**config.mk**
```make
export PLATFORM = sky130hd
export DESIGN_NAME = fetch_ctrl
export DESIGN_NICKNAME = d
export VERILOG_FILES = /design/src/rtl/fetch_pkg.sv /design/src/rtl/fetch_skid_buf.sv /design/src/rtl/fetch_ctrl.sv
export SDC_FILE = /design/constraint.sdc
export NUM_CORES = 1
export LEC_CHECK = 0
export BUFFER_PORTS_ARGS = -buffer_cell sky130_fd_sc_hd__buf_2
export CAP_MARGIN = 20
export CELL_PAD_IN_SITES_DETAIL_PLACEMENT = 1
export CELL_PAD_IN_SITES_GLOBAL_PLACEMENT = 1
export CORE_UTILIZATION = 43
export DETAILED_ROUTE_END_ITERATION = 6
export GPL_TIMING_DRIVEN = 0
export PLACE_DENSITY = 0.82
export REMOVE_ABC_BUFFERS = 1
export SKIP_CTS_REPAIR_TIMING = 1
export SYNTH_ARGS = -nofsm -noshare
export SYNTH_HDL_FRONTEND = slang
export SYNTH_SLANG_ARGS = --single-unit
export TNS_END_PERCENT = 1
```
**constraint.sdc**
```tcl
create_clock -name clock -period 2.8 [get_ports clock]
set_input_delay 0.42 -clock clock [delete_from_list [all_inputs] [get_ports clock]]
set_output_delay 0.42 -clock clock [all_outputs]
set_load 0.005 [all_outputs]
```
**src/rtl/fetch_pkg.sv**
```systemverilog
// Shared definitions for the instruction-fetch sequencer: FSM encoding,
// bubble encoding, brbus field positions and the branch-target helper.
package fetch_pkg;

  typedef enum logic [2:0] {
    S_IDLE   = 3'd0,
    S_REQ    = 3'd1,
    S_FULL   = 3'd2,
    S_SQUASH = 3'd3,
    S_HALT   = 3'd4
  } fetch_state_e;

  localparam logic [15:0] INST_NOP = 16'h0000;

  localparam int BR_VALID   = 17;
  localparam int BR_TAKEN   = 16;
  localparam int BR_OFF_MSB = 15;

  // Branch target is relative to the word after the branch, wrapping at 2^16.
  function automatic logic [15:0] branch_target(input logic [15:0] pc, input logic [15:0] offset);
    return pc + 16'd1 + offset;
  endfunction

endpackage

```
**src/rtl/fetch_skid_buf.sv**
```systemverilog
// One-entry holding register for a fetched word (and its address) that
// returned while the decode slot was occupied.
module fetch_skid_buf (
  input  logic        clock,
  input  logic        resetn,
  input  logic        load,
  input  logic        clear,
  input  logic [15:0] data_in,
  input  logic [15:0] pc_in,
  output logic [15:0] data,
  output logic [15:0] pc
);

  logic [15:0] data_r;
  logic [15:0] pc_r;

  // Buffer storage; clear wins over load.
  always_ff @(posedge clock or negedge resetn) begin
    if (!resetn) begin
      data_r <= 16'h0000;
      pc_r   <= 16'h0000;
    end else if (clear) begin
      data_r <= 16'h0000;
      pc_r   <= 16'h0000;
    end else if (load) begin
      data_r <= data_in;
      pc_r   <= pc_in;
    end else begin
      data_r <= data_r;
      pc_r   <= pc_r;
    end
  end

  assign data = data_r;
  assign pc   = pc_r;

endmodule

```
**src/rtl/fetch_ctrl.sv**
```systemverilog
// Instruction-fetch sequencer: owns the PC, issues single-outstanding
// memory requests and presents one registered instruction to decode.
module fetch_ctrl
  import fetch_pkg::*;
#(
  parameter logic [15:0] RESET_PC = 16'h0000,
  parameter logic [3:0]  HALT_OP  = 4'hF
) (
  input  logic        clock,
  input  logic        resetn,
  output logic        imem_req,
  output logic [15:0] imem_addr,
  input  logic        imem_ack,
  input  logic [15:0] imem_rdata,
  input  logic [17:0] brbus,
  output logic [15:0] inst,
  output logic [15:0] inst_pc,
  output logic        halted
);

  fetch_state_e state_r, state_s;
  logic [15:0]  fetch_pc_r, fetch_pc_s;
  logic [15:0]  redir_pc_r, redir_pc_s;
  logic         halt_pend_r, halt_pend_s;
  logic [15:0]  inst_r, inst_s;
  logic [15:0]  inst_pc_r, inst_pc_s;
  logic         inst_vld_r, inst_vld_s;
  logic         halted_r, halted_s;
  logic         req_r;
  logic         buf_load_s, buf_clear_s;
  logic [15:0]  buf_data_s, buf_pc_s;
  logic         consume_s, halt_s, redirect_s;
  logic [15:0]  target_s;

  assign consume_s  = inst_vld_r & brbus[BR_VALID];
  assign halt_s     = consume_s & (inst_r[15:12] == HALT_OP);
  assign redirect_s = consume_s & brbus[BR_TAKEN] & ~halt_s;
  assign target_s   = branch_target(inst_pc_r, brbus[BR_OFF_MSB:0]);

  fetch_skid_buf u_skid (
    .clock   (clock),
    .resetn  (resetn),
    .load    (buf_load_s),
    .clear   (buf_clear_s),
    .data_in (imem_rdata),
    .pc_in   (fetch_pc_r),
    .data    (buf_data_s),
    .pc      (buf_pc_s)
  );

  // Next-state and datapath decisions; priority is HALT > redirect > sequential.
  always_comb begin
    state_s     = state_r;
    fetch_pc_s  = fetch_pc_r;
    redir_pc_s  = redir_pc_r;
    halt_pend_s = halt_pend_r;
    inst_pc_s   = inst_pc_r;
    buf_load_s  = 1'b0;
    buf_clear_s = 1'b0;
    // A consumed instruction leaves a bubble unless something refills the slot.
    if (consume_s) begin
      inst_s     = INST_NOP;
      inst_vld_s = 1'b0;
    end else begin
      inst_s     = inst_r;
      inst_vld_s = inst_vld_r;
    end
    if (halt_s) begin
      halted_s = 1'b1;
    end else begin
      halted_s = halted_r;
    end
    case (state_r)
      S_IDLE: state_s = S_REQ;
      S_REQ: begin
        if (halt_s) begin
          state_s     = imem_ack ? S_HALT : S_SQUASH;
          halt_pend_s = ~imem_ack;
        end else if (redirect_s) begin
          if (imem_ack) begin
            fetch_pc_s = target_s;
          end else begin
            redir_pc_s = target_s;
            state_s    = S_SQUASH;
          end
        end else if (imem_ack) begin
          fetch_pc_s = fetch_pc_r + 16'd1;
          if (!inst_vld_r || consume_s) begin
            inst_s     = imem_rdata;
            inst_pc_s  = fetch_pc_r;
            inst_vld_s = 1'b1;
          end else begin
            buf_load_s = 1'b1;
            state_s    = S_FULL;
          end
        end else begin
          state_s = S_REQ;
        end
      end
      S_FULL: begin
        if (halt_s) begin
          state_s = S_HALT;
        end else if (redirect_s) begin
          buf_clear_s = 1'b1;
          fetch_pc_s  = target_s;
          state_s     = S_REQ;
        end else if (consume_s) begin
          inst_s     = buf_data_s;
          inst_pc_s  = buf_pc_s;
          inst_vld_s = 1'b1;
          state_s    = S_REQ;
        end else begin
          state_s = S_FULL;
        end
      end
      S_SQUASH: begin
        // The in-flight request must complete before the PC may move.
        if (imem_ack) begin
          if (halt_pend_r) begin
            state_s = S_HALT;
          end else begin
            fetch_pc_s = redir_pc_r;
            state_s    = S_REQ;
          end
        end else begin
          state_s = S_SQUASH;
        end
      end
      S_HALT: begin
        inst_s     = INST_NOP;
        inst_vld_s = 1'b0;
        halted_s   = 1'b1;
      end
      default: state_s = S_IDLE;
    endcase
  end

  // State and datapath registers; imem_req is registered from the next state.
  always_ff @(posedge clock or negedge resetn) begin
    if (!resetn) begin
      state_r     <= S_IDLE;
      fetch_pc_r  <= RESET_PC;
      redir_pc_r  <= 16'h0000;
      halt_pend_r <= 1'b0;
      inst_r      <= INST_NOP;
      inst_pc_r   <= 16'h0000;
      inst_vld_r  <= 1'b0;
      halted_r    <= 1'b0;
      req_r       <= 1'b0;
    end else begin
      state_r     <= state_s;
      fetch_pc_r  <= fetch_pc_s;
      redir_pc_r  <= redir_pc_s;
      halt_pend_r <= halt_pend_s;
      inst_r      <= inst_s;
      inst_pc_r   <= inst_pc_s;
      inst_vld_r  <= inst_vld_s;
      halted_r    <= halted_s;
      req_r       <= (state_s == S_REQ) || (state_s == S_SQUASH);
    end
  end

  assign imem_req  = req_r;
  assign imem_addr = fetch_pc_r;
  assign inst      = inst_r;
  assign inst_pc   = inst_pc_r;
  assign halted    = halted_r;

endmodule
```
== Word-level counts from Yosys, hierarchy flattened ==
Cells that the tools add are included.
Widths: inputs -> output; s select.

* Bits in read-only memories: 0
* Output and inout port bits: 50
* Latch bits: 0
* Register bits: 103
* Memory bits (writable): 0
* Memories kept: 0

* Add/subtract/negate cells: 3
* Reduce and logical (&&, ||, !) cells: 12
* Order comparisons: 0
* Muxes and demuxes: 61
* Eq/ne operators: 17
* $mul: 0
* Bitwise operators: 6
* Shifts and indexed selects: 0
* Divide/modulo/power cells: 0

{| class="wikitable"
|+ Operators with widths
! operator !! number
|-
| $mux 16 || 27
|-
| $pmux 16 s3 || 2
|-
| $add 16x1->16 const B || 2
|-
| $pmux 16 s2 || 1
|-
| $mux 3 || 9
|-
| $ne 2x2->1 const B || 10
|-
| $mux 1 || 18
|-
| $add 16x16->16 || 1
|-
| $pmux 3 s5 || 1
|-
| $eq 3x2->1 const B || 3
|-
| $reduce_and 8->1 || 1
|-
| $reduce_and 7->1 || 1
|-
| $eq 3x1->1 const B || 2
|-
| $reduce_bool 2->1 || 3
|-
| $and 1x1->1 || 4
|-
| $eq 4x4->1 const B || 1
|-
| $mux 2 || 2
|-
| $reduce_and 4->1 || 1
|-
| $eq 3x3->1 const B || 1
|-
| $logic_not 3->1 || 1
|-
| $pmux 1 s3 || 1
|-
| $reduce_bool 3->1 || 1
|-
| $logic_or 1x1->1 || 2
|-
| $not 1->1 || 2
|-
| 2 further kinds || 2
|}

== Logic depth before layout (Yosys ltp) ==
* Depth in word-level cells: 9
* Depth in mapped cells: 10
* Mapped depth without buffers: 10

== By module ==
From an unflattened synthesis, not the netlist that was laid out.

* Cells, all modules: 712
* Area total of the unflattened synthesis: 6,177.2 um^2

{| class="wikitable"
|+ Modules (own cells, without submodules)
! module !! instances !! sequential area each (um^2) !! cells an instance !! area an instance (um^2)
|-
| fetch_ctrl || 1 || 1,776.7 || 609 || 4,853.4
|-
| fetch_skid_buf || 1 || 800.8 || 103 || 1,323.8
|}

== Worst setup path after synthesis ==
No wires, ideal clock.

* Path type: input -> register
* Start point: input port brbus[0]
* End point: register fetch_pc_r[6], in the netlist imem_addr[6]
* Stages: 10
* Path buffers: 0
* Slack: 0.476 ns
* Arrival: 2.242 ns
* Setup time: 0.082 ns
* Path through: inv_1 -> ha_1 -> fa_1 -> nand2b_1 -> a21oi_1 -> o21a_1 -> nor3_1 -> or2_0 -> a211o_1 -> a31oi_1

* Cells in the longest elaborated chain, start to end: 5
* Elaborated cells between the ends (all ways): 7
* Those cells by class: add/sub: 1; mux: 6

{| class="wikitable"
|+ RTL lines
! element !! line !! source
|-
| from (decl) || fetch_ctrl.sv:15 || <nowiki>input logic [17:0] brbus,</nowiki>
|-
| $add 16x16->16 * || fetch_pkg.sv:21 || <nowiki>return pc + 16'd1 + offset;</nowiki>
|-
| $mux 16 || fetch_ctrl.sv:80 || <nowiki>if (imem_ack) begin</nowiki>
|-
| $mux 16 || fetch_ctrl.sv:79 || <nowiki>end else if (redirect_s) begin</nowiki>
|-
| $mux 16 || fetch_ctrl.sv:76 || <nowiki>if (halt_s) begin</nowiki>
|-
| $pmux 16 s3 * || fetch_ctrl.sv:73 || <nowiki>case (state_r)</nowiki>
|-
| to (signal assigned) || fetch_ctrl.sv:152 || <nowiki>fetch_pc_r <= fetch_pc_s;</nowiki>
|-
| to (decl) || fetch_ctrl.sv:22 || <nowiki>logic [15:0] fetch_pc_r, fetch_pc_s;</nowiki>
|}

Every way passes the cells marked *; elsewhere a longest branch is shown, timed or not. The select of a mux whose other input is x is not followed.
A chain may end at the register's enable or synchronous reset.

== Worst setup path in the final report ==
* Start point: register inst_pc_r[0], in the netlist inst_pc[0]
* End point: register fetch_pc_r[12], in the netlist imem_addr[12]

* Cells in the longest elaborated chain, start to end: 6
* Elaborated cells between the ends (all ways): 8
* Those cells by class: add/sub: 2; mux: 6

{| class="wikitable"
|+ RTL lines
! element !! line !! source
|-
| from (decl) || fetch_ctrl.sv:26 || <nowiki>logic [15:0] inst_pc_r, inst_pc_s;</nowiki>
|-
| from (signal assigned) || fetch_ctrl.sv:156 || <nowiki>inst_pc_r <= inst_pc_s;</nowiki>
|-
| $add 16x1->16 * || fetch_pkg.sv:21 ||
|-
| $add 16x16->16 * || fetch_pkg.sv:21 ||
|-
| $mux 16 || fetch_ctrl.sv:80 ||
|-
| $mux 16 || fetch_ctrl.sv:79 ||
|-
| $mux 16 || fetch_ctrl.sv:76 ||
|-
| $pmux 16 s3 * || fetch_ctrl.sv:73 ||
|}

Marks and branches as above.

==> parameters.txt <==
Parameter                              Value

Floorplan
  Core region area ... 0.01388 mm²
  DIE HEIGHT ... 121.5 µm
  Placement row count ... 43
  Initial standard-cell utilization of the core ... 44.20%
  I/O pin total ... 87
  Die area ... 0.01475 mm²
  Floorplan die width ... 121.5 µm

Timing
  Sum Neg Setup Slack ... 0 ns
  Final hold violation count ... 0
  Worst-case clock skew ... 0.009963 ns
  Final setup violation count ... 0
  Headroom to the max-slew limit ... 34.11%
  RSZ-0062 raised after global routing ... false
  Slew @ Worst Pin ... 0.9846 ns
  Share of the cycle needed by the critical path after routing ... 93.41%
  Clock period minus final worst setup slack ... 2.615 ns
  Fin. max-slew vios ... 0
  Fmax ... 382.3 MHz

Synth
  Share of the yosys chip area belonging to registers ... 42.01%
  Leading register cell type out of synthesis ... sky130_fd_sc_hd__dfrtp_1
  Cells after synthesis ... 762
  EDFF count, synth ... 0
  Synth Warn # ... 0
  Flip-flop and latch count after synthesis ... 103
  Synth unique cells ... 61
  Proportion of register bits with asynchronous set or reset after synthesis ... 100.0%
  Post-synthesis cell type with the largest combined area ... sky130_fd_sc_hd__dfrtp_1
  Fraction of synthesized cell area taken by the top area cell type ... 42.01%
  Most area-consuming cells after synthesis ... sky130_fd_sc_hd__dfrtp_1 (42%), sky130_fd_sc_hd__nand2_1 (12%), sky130_fd_sc_hd__a21oi_1 (7.4%)
  Synthesized area ... 0.006136 mm²
  Average cell area after synthesis ... 8.052 µm²

Routing
  Via/cell ratio ... 5.903
  Length of the first detailed-routing pass in iterations ... 5
  Total wirelength of the detailed-routed design ... 19790 µm
  DRC viols ... 0
  Via count ... 5885
  Count of nets left with antenna violations after detail routing ... 0
  WL per Instance ... 19.85 µm
  Detailed router's first-iteration violation count ... 410

Placement
  Port Buf Inserts ... 86
  Weighted congestion reported at the end of routability-driven placement ... 0.8257
  Cell count after placement ... 977
  Placed wire-length estimate after detailed placement ... 12760 µm

Pwr
  Max rail drop VDD ... 0.0006723 V
  Areal power density over the cells ... 1185 mW/mm²
  Total leakage power ... 0.003084 µW
  Total Power Consumption ... 8320 µW

Critical path
  Cell chain of the critical path ... inv_1 -> ha_1 -> fa_1 -> nand2b_1 -> a21oi_2 -> o21ai_1 -> a21oi_1 -> a31oi_1 -> xor2_1 -> o31ai_1
  Category of the critical setup timing path ... reg2reg
  Critical path launch point type ... flop
  Data required time at the worst endpoint ... 3.01 ns
  Peak per-stage delay on the critical path ... 0.41 ns
  Crit path buffers/inverters ... 1
  Data arrival time of the critical path ... 2.83 ns
  Dominant delay contributor by cell family on the critical path ... compound AO/OA/AOI/OAI gates
  Capturing element type of the critical path ... flop
  Launching element of the worst setup path ... inst_pc[0]
  Slowest cell on crit path ... sky130_fd_sc_hd__fa_1
  Highest net fanout along the worst path ... 3
  Worst R2R Start ... inst_pc[0]

Outcome
  Result of the run ... finished clean

Global routing
  Aggregate global-route resource usage ... 27.63%
  Remaining Overflow, GRT ... 0
  Antenna violations before repair ... 0
  Number of global-route vias before repair ... 6038
  Wire length of the first global-routing pass ... 31460 µm
  Pin count of the biggest net entering global routing ... 64

Clocking
  Root Buffer ... sky130_fd_sc_hd__clkbuf_16
  Number of buffers created by CTS ... 9
  H-tree lvl count ... 3
  Clock transition at the registers of the reported paths ... 0.07 ns
  Sink Count ... 103
  CTS tree ... built
  CTS max path bufs ... 2
  Clock latency on the worst-skew pair ... 0.37 ns

Finish
  Count of nets after finishing ... 866
  Layout fillers ... 1714
  Sequential cell area ... 0.002579 mm²
  Final core utilization ... 50.59%
  Area of the multi-input gates ... 0.003312 mm²
  Leading cell types in the layout, fill and taps excluded ... sky130_fd_sc_hd__nand2_1 (201), sky130_fd_sc_hd__dfrtp_1 (102), sky130_fd_sc_hd__a21oi_1 (90)
  Fraction of final layout cells sized beyond drive strength 1 ... 16.28%
  Area growth from synthesis to final layout ... 14.44%
  Ant. Diodes ... 0
  Final standard cell count with taps included and fillers excluded ... 997
  Leading cell type in the layout, fill and taps excluded ... sky130_fd_sc_hd__nand2_1

Min path
  HP Class ... in2async

Run
  Number of max-cap violations ... 0
-- flip-flops by register name (all words and copies together) (netlist names) --
signal and count:
u_skid.pc 16, halted 1, inst_vld_r 1, state_r 3, inst 16, halt_pend_r 1, u_skid.data 16, redir_pc_r 16
imem_addr 16, inst_pc 16, imem_req 1
-- worst reg2reg max path, cell delays in order, from the launching register on --
cell and delay [ns]:
sky130_fd_sc_hd__dfrtp_1 0.37, sky130_fd_sc_hd__inv_1 0.05, sky130_fd_sc_hd__ha_1 0.21, sky130_fd_sc_hd__fa_1 0.41
sky130_fd_sc_hd__nand2b_1 0.20, sky130_fd_sc_hd__a21oi_2 0.28, sky130_fd_sc_hd__o21ai_1 0.16, sky130_fd_sc_hd__a21oi_1 0.23
sky130_fd_sc_hd__a31oi_1 0.13, sky130_fd_sc_hd__xor2_1 0.28, sky130_fd_sc_hd__o31ai_1 0.13
-- cells by family after synthesis --
| group | after synthesis | share of synthesized area, % |
|---|---|---|
| compound gates | 239 | 23.27 |
| xor+xnor | 25 | 3.569 |
| fa+ha+maj | 17 | 3.589 |
| buf+inv | 63 | 4.955 |
| flops | 103 | 42.01 |
| mux | 4 | 0.7137 |
| simple gates | 311 | 21.90 |
-- power breakdown --
part / leakage, µW / internal [µW] / switching [µW]
logic: 0.00167 / 1600 / 2390
registers: 0.00125 / 2190 / 705
clock network: 0.000166 / 833 / 603
-- through the flow --
stage,hold WS [ns],cell area (µm²),worst slack [ns]
2_1_floorplan,0.1244,5862,0.07481
3_3_place_gp,0.4613,6518,-1.224
3_5_place_dp,0.4548,6620,-0.7106
4_1_cts,0.06452,6952,-0.7409
5_1_grt,0.09658,7022,0.03386
6_report,0.05677,7022,0.1845
-- synthesized netlist by cell type (all sizes together), types with 6 or more instances --
library cell / n
ha: 16
nor3: 7
nand3: 17
nand2b: 8
inv: 8
and2: 6
a21oi: 91
and3: 7
buf: 39
xnor2: 14
a31oi: 28
a21o: 7
clkbuf: 16
o21ai: 54
o22ai: 19
dfrtp: 103
xor2: 11
nor2: 45
nand2: 203
-- worst paths after layout --
| check | to | slack, ns | cells past startpoint |
|---|---|---|---|
| setup / recovery | imem_addr[12] | 0.18 | 10 |
| setup reg to reg | imem_addr[12] | 0.18 | 10 |
| hold / removal | u_skid.pc[2] | 0.06 | 1 |
| min in group clock | u_skid.data[0] | 0.29 | 3 |
| hold reg to reg | halted | 0.48 | 1 |
| max in group asynchronous | imem_addr[9] | 2.01 | 2 |
-- cell type report --
class	instances	share of cell area, %
multi-input cells	597	47.17
flip-flops and latches	103	36.72
repair buffers	93	7.751
clock buffers	11	3.599
well taps	180	3.207
clock inverters	5	1.123
inverters	8	0.4277
-- routing by layer --
metal  vias up  wire length, µm  global-route usage, %
met5         -                0                      0
met4         0              328                  8.796
met3        24              784                  6.156
met2       148             9995                  47.41
met1      2962             8677                  34.22
li1       2751                -                      -
No activity file was read; power rests on OpenSTA's default activity.
